$ cat config.mk
export PLATFORM = sky130hd
export DESIGN_NAME = pc_fetch_unit_flat
export DESIGN_NICKNAME = d
export VERILOG_FILES = /design/src/rtl/mips_fetch_pkg.sv /design/src/rtl/pc_fetch_unit_if.sv /design/src/rtl/pc_fetch_unit_buffer.sv /design/src/rtl/pc_fetch_unit.sv /design/src/flat_wrapper.sv
export SDC_FILE = /design/constraint.sdc
export NUM_CORES = 1
export LEC_CHECK = 0
export CORE_MARGIN = 2
export CORE_UTILIZATION = 47
export CTS_BUF_LIST = sky130_fd_sc_hd__clkbuf_16
export CTS_CLUSTER_DIAMETER = 100
export DETAILED_ROUTE_END_ITERATION = 10
export GPL_TIMING_DRIVEN = 1
export MAX_ROUTING_LAYER = met4
export PLACE_DENSITY_LB_ADDON = 0.12
export SYNTH_ARGS = -nofsm -noshare
export SYNTH_HDL_FRONTEND = slang
export SYNTH_SLANG_ARGS = --single-unit
$ cat constraint.sdc
create_clock -name CLK -period 6.4 [get_ports CLK]
set_input_delay 0.96 -clock CLK [delete_from_list [all_inputs] [get_ports CLK]]
set_output_delay 0.96 -clock CLK [all_outputs]
set_load 0.02 [all_outputs]
$ cat src/rtl/mips_fetch_pkg.sv
// Shared types and constants for the MIPS instruction-fetch stage.
// Contents: fetch FSM state, redirect kind, instruction/jump-index widths,
// default reset PC and the redirect priority helper (Jump > JumpReg > PCSrc).
package mips_fetch_pkg;

   localparam int unsigned INSTR_W          = 32;
   localparam int unsigned JIMM_W           = 26;
   localparam logic [31:0] DEFAULT_RESET_PC = 32'h0000_3000;

   typedef enum logic [1:0] {
      BOOT = 2'd0,
      RUN  = 2'd1,
      PEND = 2'd2
   } fetch_state_t;

   typedef enum logic [1:0] {
      NONE   = 2'd0,
      JUMP   = 2'd1,
      JREG   = 2'd2,
      BRANCH = 2'd3
   } redirect_kind_t;

   // Resolve simultaneous redirect requests by fixed priority.
   function automatic redirect_kind_t redirect_select(input logic jump,
                                                      input logic jreg,
                                                      input logic branch);
      redirect_kind_t kind;
      kind = NONE;
      if (jump) begin
         kind = JUMP;
      end else if (jreg) begin
         kind = JREG;
      end else if (branch) begin
         kind = BRANCH;
      end
      return kind;
   endfunction

endpackage

$ cat src/rtl/pc_fetch_unit_if.sv
// Fetch-stage bus: instruction-memory read port, decode valid/ready handshake
// and the redirect inputs returned by decode for the consumed instruction.
// Modports:
//   master - fetch unit side (drives imem_req/imem_addr, instruction/Ins_Addr/out_valid)
//   slave  - memory/decoder side (drives imem_rdata, out_ready and redirect inputs)
interface pc_fetch_unit_if #(
   parameter int unsigned ADDR_W = 32
) ();
   import mips_fetch_pkg::*;

   logic                imem_req;
   logic [ADDR_W-1:0]   imem_addr;
   logic [INSTR_W-1:0]  imem_rdata;

   logic [INSTR_W-1:0]  instruction;
   logic [ADDR_W-1:0]   Ins_Addr;
   logic                out_valid;
   logic                out_ready;

   logic                Jump;
   logic [JIMM_W-1:0]   Jump_immediate;
   logic                JumpReg;
   logic [ADDR_W-1:0]   jr_target;
   logic                PCSrc;
   logic [31:0]         PCSrc_immediate;

   modport master (
      output imem_req, imem_addr, instruction, Ins_Addr, out_valid,
      input  imem_rdata, out_ready, Jump, Jump_immediate, JumpReg, jr_target,
             PCSrc, PCSrc_immediate
   );

   modport slave (
      input  imem_req, imem_addr, instruction, Ins_Addr, out_valid,
      output imem_rdata, out_ready, Jump, Jump_immediate, JumpReg, jr_target,
             PCSrc, PCSrc_immediate
   );

endinterface

$ cat src/rtl/pc_fetch_unit_buffer.sv
// fetch_buffer: DEPTH-entry FIFO of {instruction, PC} for the fetch stage.
// Ports:
//   clk, rst    - clock, asynchronous active-high reset
//   push, wdata - write one entry (caller guarantees space, possibly via same-cycle pop)
//   pop         - drop head entry (ignored when empty)
//   flush       - discard all entries; overrides push/pop
//   rdata       - head entry
//   count       - current occupancy
module fetch_buffer #(
   parameter int unsigned DEPTH = 2,
   parameter int unsigned WIDTH = 64,
   parameter int unsigned PTR_W = (DEPTH > 1) ? $clog2(DEPTH) : 1,
   parameter int unsigned CNT_W = PTR_W + 1
) (
   input  logic             clk,
   input  logic             rst,
   input  logic             push,
   input  logic             pop,
   input  logic             flush,
   input  logic [WIDTH-1:0] wdata,
   output logic [WIDTH-1:0] rdata,
   output logic [CNT_W-1:0] count
);

   logic [WIDTH-1:0] mem [DEPTH];
   logic [PTR_W-1:0] wr_ptr;
   logic [PTR_W-1:0] rd_ptr;
   logic             pop_ok;

   assign pop_ok = pop && (count != '0);
   assign rdata  = mem[rd_ptr];

   // Storage, pointers and occupancy; power-of-2 depth lets pointers wrap naturally.
   always_ff @(posedge clk or posedge rst) begin
      if (rst) begin
         for (int i = 0; i < int'(DEPTH); i++) begin
            mem[i] <= '0;
         end
         wr_ptr <= '0;
         rd_ptr <= '0;
         count  <= '0;
      end else if (flush) begin
         wr_ptr <= '0;
         rd_ptr <= '0;
         count  <= '0;
      end else begin
         if (push) begin
            mem[wr_ptr] <= wdata;
            wr_ptr      <= wr_ptr + PTR_W'(1);
         end
         if (pop_ok) begin
            rd_ptr <= rd_ptr + PTR_W'(1);
         end
         count <= count + CNT_W'(push) - CNT_W'(pop_ok);
      end
   end

endmodule

$ cat src/rtl/pc_fetch_unit.sv
// pc_fetch_unit: instruction-fetch stage. Owns the PC, issues reads to a
// 1-cycle-latency instruction memory, buffers {instruction, PC} and hands them to
// decode over valid/ready. Jump / JumpReg / PCSrc redirects are taken on the
// consume cycle; wrong-path work is flushed and in-flight reads killed by an epoch bit.
// Ports:
//   CLK, RST - clock (rising edge), asynchronous active-high reset
//   bus      - pc_fetch_unit_if.master (imem port, decode handshake, redirect inputs)
// Optional feature: define FETCH_DELAY_SLOT_EN to deliver the branch delay slot
// before the redirect flush takes effect (adds the PEND state).
module pc_fetch_unit
   import mips_fetch_pkg::*;
#(
   parameter int unsigned       ADDR_W    = 32,
   parameter logic [ADDR_W-1:0] RESET_PC  = ADDR_W'(DEFAULT_RESET_PC),
   parameter int unsigned       BUF_DEPTH = 2
) (
   input logic             CLK,
   input logic             RST,
   pc_fetch_unit_if.master bus
);

   localparam int unsigned PTR_W   = (BUF_DEPTH > 1) ? $clog2(BUF_DEPTH) : 1;
   localparam int unsigned CNT_W   = PTR_W + 1;
   localparam int unsigned SUM_W   = CNT_W + 1;
   localparam int unsigned ENTRY_W = INSTR_W + ADDR_W;

   fetch_state_t      state_q;
   logic [ADDR_W-1:0] pc_q;
   logic              epoch_q;
   logic              resp_valid_q;
   logic              resp_epoch_q;
   logic [ADDR_W-1:0] resp_pc_q;
`ifdef FETCH_DELAY_SLOT_EN
   logic [ADDR_W-1:0] pend_pc_q;
`endif

   logic [CNT_W-1:0]   occupancy;
   logic [ENTRY_W-1:0] head;
   logic               consume;
   logic               issue;
   logic               push;
   logic               flush;
   logic               redirect_take;
   redirect_kind_t     kind;
   logic [ADDR_W-1:0]  base;
   logic [ADDR_W-1:0]  jump_target;
   logic [ADDR_W-1:0]  jreg_target;
   logic [ADDR_W-1:0]  branch_target;
   logic [ADDR_W-1:0]  target;
   logic [ADDR_W-1:0]  flush_pc;

   assign consume = bus.out_valid && bus.out_ready;

   // Credit check counts the in-flight read and frees the slot popped this cycle,
   // so a 2-entry buffer sustains one instruction per cycle.
   assign issue = (state_q != BOOT) &&
                  ((SUM_W'(occupancy) + SUM_W'(resp_valid_q)) <
                   (SUM_W'(BUF_DEPTH) + SUM_W'(consume)));

   assign bus.imem_req  = issue;
   assign bus.imem_addr = pc_q;

   // Redirect target computation relative to the consumed instruction.
   assign base          = bus.Ins_Addr + ADDR_W'(4);
   assign jump_target   = (base & ~ADDR_W'(28'hFFF_FFFF)) |
                          ADDR_W'({bus.Jump_immediate, 2'b00});
   assign jreg_target   = bus.jr_target & ~ADDR_W'(3);
   assign branch_target = base + ADDR_W'({{ADDR_W{bus.PCSrc_immediate[31]}},
                                          bus.PCSrc_immediate, 2'b00});

   always_comb begin
      kind   = redirect_select(bus.Jump, bus.JumpReg, bus.PCSrc);
      target = base;
      case (kind)
         JUMP:    target = jump_target;
         JREG:    target = jreg_target;
         BRANCH:  target = branch_target;
         default: target = base;
      endcase
   end

   assign redirect_take = consume && (kind != NONE) && (state_q == RUN);

`ifdef FETCH_DELAY_SLOT_EN
   // Flush is deferred until the delay-slot instruction is consumed.
   assign flush    = consume && (state_q == PEND);
   assign flush_pc = pend_pc_q;
`else
   assign flush    = redirect_take;
   assign flush_pc = target;
`endif

   // Responses from a previous epoch, or arriving during a flush, are dropped.
   assign push = resp_valid_q && (resp_epoch_q == epoch_q) && !flush;

   fetch_buffer #(
      .DEPTH (BUF_DEPTH),
      .WIDTH (ENTRY_W),
      .PTR_W (PTR_W),
      .CNT_W (CNT_W)
   ) u_buffer (
      .clk   (CLK),
      .rst   (RST),
      .push  (push),
      .pop   (consume),
      .flush (flush),
      .wdata ({bus.imem_rdata, resp_pc_q}),
      .rdata (head),
      .count (occupancy)
   );

   assign bus.instruction = head[ENTRY_W-1:ADDR_W];
   assign bus.Ins_Addr    = head[ADDR_W-1:0];
   assign bus.out_valid   = (occupancy != '0);

   // PC, epoch, in-flight tracking and fetch FSM.
   always_ff @(posedge CLK or posedge RST) begin
      if (RST) begin
         state_q      <= BOOT;
         pc_q         <= RESET_PC;
         epoch_q      <= 1'b0;
         resp_valid_q <= 1'b0;
         resp_epoch_q <= 1'b0;
         resp_pc_q    <= '0;
`ifdef FETCH_DELAY_SLOT_EN
         pend_pc_q    <= '0;
`endif
      end else begin
         // A request issued in the flush cycle carries the old epoch and dies.
         resp_valid_q <= issue;
         resp_epoch_q <= epoch_q;
         resp_pc_q    <= pc_q;

         if (flush) begin
            epoch_q <= ~epoch_q;
            pc_q    <= flush_pc;
         end else if (issue) begin
            pc_q <= pc_q + ADDR_W'(4);
         end

         case (state_q)
            BOOT: state_q <= RUN;
            RUN: begin
`ifdef FETCH_DELAY_SLOT_EN
               if (redirect_take) begin
                  state_q   <= PEND;
                  pend_pc_q <= target;
               end
`endif
            end
`ifdef FETCH_DELAY_SLOT_EN
            PEND: begin
               if (consume) begin
                  state_q <= RUN;
               end
            end
`endif
            default: state_q <= BOOT;
         endcase
      end
   end

endmodule

$ cat src/flat_wrapper.sv
// flat-port wrapper written by rule: the top's interface ports become plain ports
module pc_fetch_unit_flat import mips_fetch_pkg::*;
#(
   parameter int unsigned       ADDR_W    = 32,
   parameter logic [ADDR_W-1:0] RESET_PC  = ADDR_W'(DEFAULT_RESET_PC),
   parameter int unsigned       BUF_DEPTH = 2
)
  (CLK, RST, bus_imem_req, bus_imem_addr, bus_instruction, bus_Ins_Addr, bus_out_valid, bus_imem_rdata, bus_out_ready, bus_Jump, bus_Jump_immediate, bus_JumpReg, bus_jr_target, bus_PCSrc, bus_PCSrc_immediate);
  pc_fetch_unit_if #(.ADDR_W(ADDR_W)) bus_i ();
  input logic CLK;
  input logic RST;
  output wire logic [$bits(bus_i.imem_req)-1:0] bus_imem_req;
  output wire logic [$bits(bus_i.imem_addr)-1:0] bus_imem_addr;
  output wire logic [$bits(bus_i.instruction)-1:0] bus_instruction;
  output wire logic [$bits(bus_i.Ins_Addr)-1:0] bus_Ins_Addr;
  output wire logic [$bits(bus_i.out_valid)-1:0] bus_out_valid;
  input wire logic [$bits(bus_i.imem_rdata)-1:0] bus_imem_rdata;
  input wire logic [$bits(bus_i.out_ready)-1:0] bus_out_ready;
  input wire logic [$bits(bus_i.Jump)-1:0] bus_Jump;
  input wire logic [$bits(bus_i.Jump_immediate)-1:0] bus_Jump_immediate;
  input wire logic [$bits(bus_i.JumpReg)-1:0] bus_JumpReg;
  input wire logic [$bits(bus_i.jr_target)-1:0] bus_jr_target;
  input wire logic [$bits(bus_i.PCSrc)-1:0] bus_PCSrc;
  input wire logic [$bits(bus_i.PCSrc_immediate)-1:0] bus_PCSrc_immediate;
  assign bus_imem_req = bus_i.imem_req;
  assign bus_imem_addr = bus_i.imem_addr;
  assign bus_instruction = bus_i.instruction;
  assign bus_Ins_Addr = bus_i.Ins_Addr;
  assign bus_out_valid = bus_i.out_valid;
  assign bus_i.imem_rdata = bus_imem_rdata;
  assign bus_i.out_ready = bus_out_ready;
  assign bus_i.Jump = bus_Jump;
  assign bus_i.Jump_immediate = bus_Jump_immediate;
  assign bus_i.JumpReg = bus_JumpReg;
  assign bus_i.jr_target = bus_jr_target;
  assign bus_i.PCSrc = bus_PCSrc;
  assign bus_i.PCSrc_immediate = bus_PCSrc_immediate;
  pc_fetch_unit #(.ADDR_W(ADDR_W), .RESET_PC(RESET_PC), .BUF_DEPTH(BUF_DEPTH)) u_core (.CLK(CLK), .RST(RST), .bus(bus_i));
endmodule
* Word level (Yosys, flattened, before mapping)
Index checks and enable logic that the tools add are counted.
** Storage, ports and cells
- Bits in registers :: 201
** Operators by class
- Add/subtract/negate cells :: 9
- Reductions and logical operators :: 17
- Muxes and demuxes :: 18
- $lt $le $gt $ge :: 4
- Eq/ne operators :: 5
- Bitwise logic cells :: 5
** Operators with widths (number)
- 64-bit two-way mux :: 4
- 128-bit bitwise mux :: 1
- 32-bit one-hot mux with 3 select lines :: 1
- 32-bit by 3-bit adder with 32-bit output (second input constant) :: 2
- 64-bit demux with 1-bit select :: 1
- 32-bit two-way mux :: 2
- 32-bit adder :: 1
- 32-bit by 28-bit OR with 32-bit output :: 1
- 2-bit nonzero test :: 6
- 1-bit logical AND :: 8
- 2-bit two-way mux :: 4
- 2-bit by 1-bit == test with 1-bit output (second input constant) :: 2
- 2-bit == test (second input constant) :: 2
- 2-bit greater-or-equal comparator (second input constant) :: 2
- 1-bit two-way mux :: 4
- 1-bit inverter with 2-bit output :: 2
- 2-bit one-hot mux with 2 select lines :: 1
- 2-bit by 1-bit adder with 3-bit output :: 1
- 2-bit by 1-bit adder with 3-bit output (first input constant) :: 1
- 3-bit < comparator :: 1
- 1-bit adder (second input constant) :: 2
- 2-bit by 1-bit adder with 2-bit output :: 1
- 2-bit zero test :: 1
- 2-bit by 1-bit < comparator with 1-bit output (second input constant) :: 1
- other kinds (5) :: 6

* Depth between registers and ports, before layout
- Depth after elaboration :: 11
- Mapped depth :: 24
- Mapped depth without buffers :: 17

* Hierarchy
Synthesis repeated with hierarchy kept, for this count alone.
** Second synthesis, totals
- Cells, all modules :: 972
- Area total of the unflattened synthesis :: 11444.7 µm²
** Modules (own cells, without submodules)
- fetch_buffer :: sequential area each 3303.2 µm², area each 6070.8 µm², instances 1, cells each 361
- pc_fetch_unit :: sequential area each 1704.1 µm², area each 5373.9 µm², instances 1, cells each 611

* Least setup slack after synthesis
No wires, ideal clock.
- Path type :: register to register
- Start :: register u_core.u_buffer.rd_ptr
- End :: register u_core.pc_q[31], in the netlist u_core.bus.imem_addr[31]
- Library setup time :: 137 ps
- Clock period less this slack :: 4831 ps
- Arrival :: 4694 ps
- Stages on the path, launching flop included :: 24
- Slack :: 1569 ps
- Path through :: dfrtp_1 buf_6 buf_6 buf_6 buf_2 buf_1 buf_2 mux2_2 ha_1 nand3_2 and4b_1 buf_6 and3_1 xor2_1 ha_1 a21o_1 a21o_1 a21o_1 a31o_1 a221o_1 a41oi_1 xnor2_1 a21oi_1 a21oi_1
** Between the ends
- Word-level cells in the longest chain between the ends :: 8
- Elaborated cells between the ends (all ways) :: 9
- Those cells by class :: 2 x add/sub; 5 x mux; 2 x bitwise
** RTL lines
- from (decl) :: line pc_fetch_unit_buffer.sv:27 : logic [PTR_W-1:0] rd_ptr;
- from (signal assigned) :: line pc_fetch_unit_buffer.sv:52 : rd_ptr <= rd_ptr + PTR_W'(1);
- 1-bit inverter with 2-bit output (implied by the code) * :: line pc_fetch_unit_buffer.sv:31 : assign rdata = mem[rd_ptr];
- 64-bit two-way mux (implied by the code) * (3 in series) :: line pc_fetch_unit_buffer.sv:31
- via bus_Ins_Addr[3] :: line flat_wrapper.sv:15 : output wire logic [$bits(bus_i.Ins_Addr)-1:0] bus_Ins_Addr;
- 32-bit by 3-bit adder with 32-bit output * :: line pc_fetch_unit.sv:64 : assign base = bus.Ins_Addr + ADDR_W'(4);
- 32-bit adder / 32-bit by 28-bit OR with 32-bit output (equally long branches) :: line pc_fetch_unit.sv:68, pc_fetch_unit.sv:65
- 32-bit one-hot mux with 3 select lines * :: line pc_fetch_unit.sv:74 : case (kind)
- 32-bit two-way mux * :: line pc_fetch_unit.sv:134 : if (flush) begin
- to (signal assigned) :: line pc_fetch_unit.sv:136 : pc_q <= flush_pc;
- to (signal assigned) :: line pc_fetch_unit.sv:138 : pc_q <= pc_q + ADDR_W'(4);
- to (decl) :: line pc_fetch_unit.sv:28 : logic [ADDR_W-1:0] pc_q;
The timed path passes the listed nets; every way through them passes the cells marked *. The select of a mux whose other input is x is not followed.
A chain may end at the register's enable or synchronous reset.

* Worst setup path after layout
- Start :: register u_core.u_buffer.rd_ptr
- End :: register u_core.pc_q[31], in the netlist u_core.bus.imem_addr[31]
** Between the ends
- Word-level cells in the longest chain between the ends :: 8
- Elaborated cells between the ends (all ways) :: 9
- Those cells by class :: 2 x add/sub; 5 x mux; 2 x bitwise
** RTL lines (line)
- 1-bit inverter with 2-bit output (implied by the code) * :: pc_fetch_unit_buffer.sv:31
- 64-bit two-way mux (implied by the code) * (3 in series) :: pc_fetch_unit_buffer.sv:31
- 32-bit by 3-bit adder with 32-bit output * :: pc_fetch_unit.sv:64
- 32-bit adder / 32-bit by 28-bit OR with 32-bit output (equally long branches) :: pc_fetch_unit.sv:68, pc_fetch_unit.sv:65
- 32-bit one-hot mux with 3 select lines * :: pc_fetch_unit.sv:74
- 32-bit two-way mux * :: pc_fetch_unit.sv:134
Mark *: on every way between the ends. The rest lies on a longest branch, timed or not. The select of a mux whose other input is x is not followed.

==> run metrics <==
number of DRC markers after the initial detailed-route iteration=582; unrepaired setup endpoints after global routing=false; overall fraction of global-route tracks in use=0.246; Critical Path Fanout Max=56; highest clock frequency the design can meet=217 MHz; startpoint-to-endpoint class of the critical path=flop to flop; Starting Density=0.479; final count of pins violating max slew=0; Max VDD drop=0.203 mV; Clock Latency Late Sink=0.44 ns; clk buf depth=2; Core ar.=23500 um^2; aggregate routed wire length=29800 um; CTS HTree Levels=4; Final setup viols=0; average size of a mapped cell=11.0 um^2; pin count of the biggest net entering global routing=65; layout cell share with drive strength beyond 1=0.200; Worst Skew=0.0128 ns; net switching power=3.38 mW; warning count from the yosys run=0; cell type contributing the most total cell area after synthesis=sky130_fd_sc_hd__dfrtp_1; final-layout setup total negative slack=0 ns; Layout Cells excl Fill=1563; total clock buffers created by CTS=17; critical-path cell list=mux2i_1 > inv_1 > ha_1 > nand3_2 > and4b_1 > and3_1 > xor2_1 > ha_1 > a21o_1 > a21o_1 > a21o_1 > a31o_1 > a221o_1 > a41oi_1 > xnor2_1 > a21oi_1 > a21oi_1; worst max-slew margin expressed relative to the limit=0.317; Die ar.=25300 um^2; height of the die=159 um; post-route ant nets=0; sequential power share=0.301; number of buffers inserted to repair setup after CTS=0; endpoint of the worst-slack reg-to-reg timing path=u_core.bus.imem_addr[31]$_DFFE_PP0P_; endpoint of the worst setup timing path=u_core.bus.imem_addr[31]$_DFFE_PP0P_; ratio of routed vias to standard cells=5.53; number of register bits inferred by synthesis=200; most frequent cell after synthesis=sky130_fd_sc_hd__dfrtp_1; critical path arrival=4.87 ns; worst reg-to-reg path cell count=17; global-route wire length before repair=47700 um; RR Startpoint=u_core.u_buffer.rd_ptr$_DFFE_PP0P_; Internal Pwr Total=4.63 mW; gate count after technology mapping=1026; number of fillers in the final layout=2002; P per Cell Area=559 nW/um^2; die outline width=159 um; worst hold-check path type=flop to flop; antenna diode count=0; count of boundary I/O pins=226; most used flip-flop cell after synthesis=sky130_fd_sc_hd__dfrtp_1; clock slew seen by the registers of the worst setup and hold paths=0.08 ns; layout-stage area growth over the synthesis result=27.1%; required time worst endpoint=6.67 ns; Final Critical Period=4.60 ns; number of vias after detailed routing=8637; first element of the critical path=u_core.u_buffer.rd_ptr$_DFFE_PP0P_; DRC Markers=0; slew of the pin with the lowest slew margin=1.02 ns; Final Hold Vio Count=0; leak pwr=6.16 nW; top area cells in the synthesized netlist=sky130_fd_sc_hd__dfrtp_1 44%, sky130_fd_sc_hd__mux2_2 18%, sky130_fd_sc_hd__xnor2_1 4.3%; Syn Std Cell Area=11300 um^2; share of total power in the clock network=0.130; post-route fraction of the period consumed by the critical path=0.719; number of enable flip-flop cells after synthesis=0; clock root buffer=sky130_fd_sc_hd__clkbuf_16; cell type of the slowest stage on the worst timing path=sky130_fd_sc_hd__dfrtp_4; post-cts gate resize count=0; worst reg-to-reg setup slack=1.80 ns; CTS tree=yes; via count of the first global-routing pass=8660; clock sink count=200; placed instance count=1532; Post-Synthesis Net Count=1194; Synth top cells by count=198 x sky130_fd_sc_hd__dfrtp_1, 179 x sky130_fd_sc_hd__mux2_2, 75 x sky130_fd_sc_hd__nand2_1; setup slack after layout=1.80 ns; Setup crit end kind=flop; standard-cell rows=56; DPL Wire Length=21700 um; sequential element share of the synthesized area=0.444; number of antenna violations at the first check in global routing=0; Unique masters post-synth=69; area fraction of the dominant cell type after synthesis=0.439; DR WL/cell=19.1 um; portion of total power attributed to combinational logic=0.569; net switching share of the total power=0.422; RePlAce Congestion=0.879; DR pass1 iterations=7; worst slack at placement=1.80 ns; cell repeated most along the worst path=sky130_fd_sc_hd__a21o_1; result of the run=finished clean; share of synthesized flip-flops with an asynchronous set or reset=1.00; number of I/O port buffers=221; global-route congestion overflow total=0; Post-CTS Hold Fix Bufs=0; Nets=1400; max-cap viol count=0; Worst Setup Start Kind=flop; Slowest Stage Delay on Critical Path=0.92 ns
==> routing by layer <==
| layer | vias up | GRT usage | wire length (um) |
|---|---|---|---|
| li1 | 4118 | - | - |
| met1 | 4207 | 0.353 | 14500 |
| met2 | 278 | 0.363 | 13100 |
| met3 | 34 | 0.0391 | 1610 |
| met4 | 0 | 0.0674 | 567 |
| met5 | - | - | 0 |
==> layout make-up <==
| class | count | area [um^2] | area share |
|---|---|---|---|
| Clock buffer | 17 | 425 | 0.0297 |
| Clock inverter | 14 | 134 | 0.00934 |
| Inverter | 34 | 131 | 0.00916 |
| Multi-Input combinational cell | 747 | 5930 | 0.414 |
| Tap cell | 319 | 399 | 0.0278 |
| Timing Repair Buffer | 232 | 2310 | 0.161 |
| Sequential cell | 200 | 5010 | 0.349 |
==> sequential cells by signal, summed over array words and instances, names as in the netlist <==
| name | cells |
|---|---|
| u_core.u_buffer.mem | 128 |
| u_core.bus.imem_addr | 32 |
| u_core.resp_pc_q | 32 |
| u_core.u_buffer.count | 2 |
| u_core.epoch_q | 1 |
| u_core.resp_epoch_q | 1 |
| u_core.resp_valid_q | 1 |
| u_core.state_q | 1 |
| u_core.u_buffer.rd_ptr | 1 |
| u_core.u_buffer.wr_ptr | 1 |
==> logic make-up (layout without fill, tap and decap cells) <==
family          after synthesis  in the layout  synth area share
compound gates              201            201             0.117
xor+xnor                     80             80            0.0634
fa+ha+maj                    40             40            0.0450
buf+inv                      79            297            0.0310
flops                       200            200             0.444
mux                         191            191             0.189
other cells                   1              1          0.000332
simple gates                234            234             0.110
==> worst min-delay path by stage <==
stage                                                to  cells past startpoint  slack, ns                           startpoint
after global placement    u_core.resp_pc_q[1]$_DFF_PP0_                      0       0.40  u_core.bus.imem_addr[1]$_DFFE_PP0P_
final                     u_core.resp_pc_q[1]$_DFF_PP0_                      0       0.42  u_core.bus.imem_addr[1]$_DFFE_PP0P_
after detailed placement  u_core.resp_pc_q[1]$_DFF_PP0_                      0       0.40  u_core.bus.imem_addr[1]$_DFFE_PP0P_
after floorplan           u_core.resp_epoch_q$_DFF_PP0_                      0       0.41           u_core.epoch_q$_DFFE_PP0P_
after CTS                 u_core.resp_pc_q[1]$_DFF_PP0_                      0       0.43  u_core.bus.imem_addr[1]$_DFFE_PP0P_
after global routing      u_core.resp_pc_q[1]$_DFF_PP0_                      0       0.44  u_core.bus.imem_addr[1]$_DFFE_PP0P_
==> power by group through the flow <==
stage	sequential, mW	combinational, mW	clock, mW
after CTS	2.41	4.56	1.07
after floorplan	2.32	3.04	0
after global placement	2.41	4.48	0
final	2.41	4.56	1.04
after global routing	2.51	4.94	1.12
after detailed placement	2.43	4.52	0
==> stage by stage <==
step	utilization	total power, mW	cell area (um^2)	hold slack [ns]
after floorplan	-	5.35	11300	0.411
after global placement	0.585	6.89	13800	0.405
after detailed placement	0.585	6.95	13800	0.400
after CTS	0.609	8.03	14300	0.426
after global routing	0.609	8.56	14300	0.437
final	0.609	8.01	14300	0.423
==> worst max-delay path: cells and delay by family, from the launching register on <==
kind	cells	cell delay (ns)
DFF	1	0.92
and+or+nand+nor	3	0.80
adders and majority gates	2	0.57
muxes	1	0.20
AOI/OAI and AO/OA	8	1.50
xor gates and xnor gates	2	0.28
buffers and inverters	1	0.13
==> cell usage in the layout (no fill, tap or decap), types with 4 or more instances in the layout <==
cell type                         instances
sky130_fd_sc_hd__nand4_1                 12
sky130_fd_sc_hd__a221o_1                  5
sky130_fd_sc_hd__a221oi_1                11
sky130_fd_sc_hd__nand3_1                 28
sky130_fd_sc_hd__ha_1                    39
sky130_fd_sc_hd__and2_1                   5
sky130_fd_sc_hd__clkdlybuf4s50_1        221
sky130_fd_sc_hd__a21oi_1                 61
sky130_fd_sc_hd__o21ai_0                 36
sky130_fd_sc_hd__inv_8                    5
sky130_fd_sc_hd__nor2b_1                 11
sky130_fd_sc_hd__mux2i_1                 12
sky130_fd_sc_hd__nand2b_1                 5
sky130_fd_sc_hd__a22oi_1                  5
sky130_fd_sc_hd__nand3b_1                 5
sky130_fd_sc_hd__buf_4                   10
sky130_fd_sc_hd__or2_2                    4
sky130_fd_sc_hd__a21o_1                  25
sky130_fd_sc_hd__nand2_1                 74
sky130_fd_sc_hd__nor2_1                  38
sky130_fd_sc_hd__clkbuf_16               17
sky130_fd_sc_hd__mux2_2                 179
sky130_fd_sc_hd__inv_1                   33
sky130_fd_sc_hd__o21a_1                   4
sky130_fd_sc_hd__and3_1                  19
sky130_fd_sc_hd__nor3_1                   8
sky130_fd_sc_hd__a211oi_1                11
sky130_fd_sc_hd__xor2_1                  22
sky130_fd_sc_hd__dfrtp_1                197
sky130_fd_sc_hd__a31oi_1                 10
sky130_fd_sc_hd__xnor2_1                 56
sky130_fd_sc_hd__o21bai_1                 5
Power figures use the tool's default switching activity.
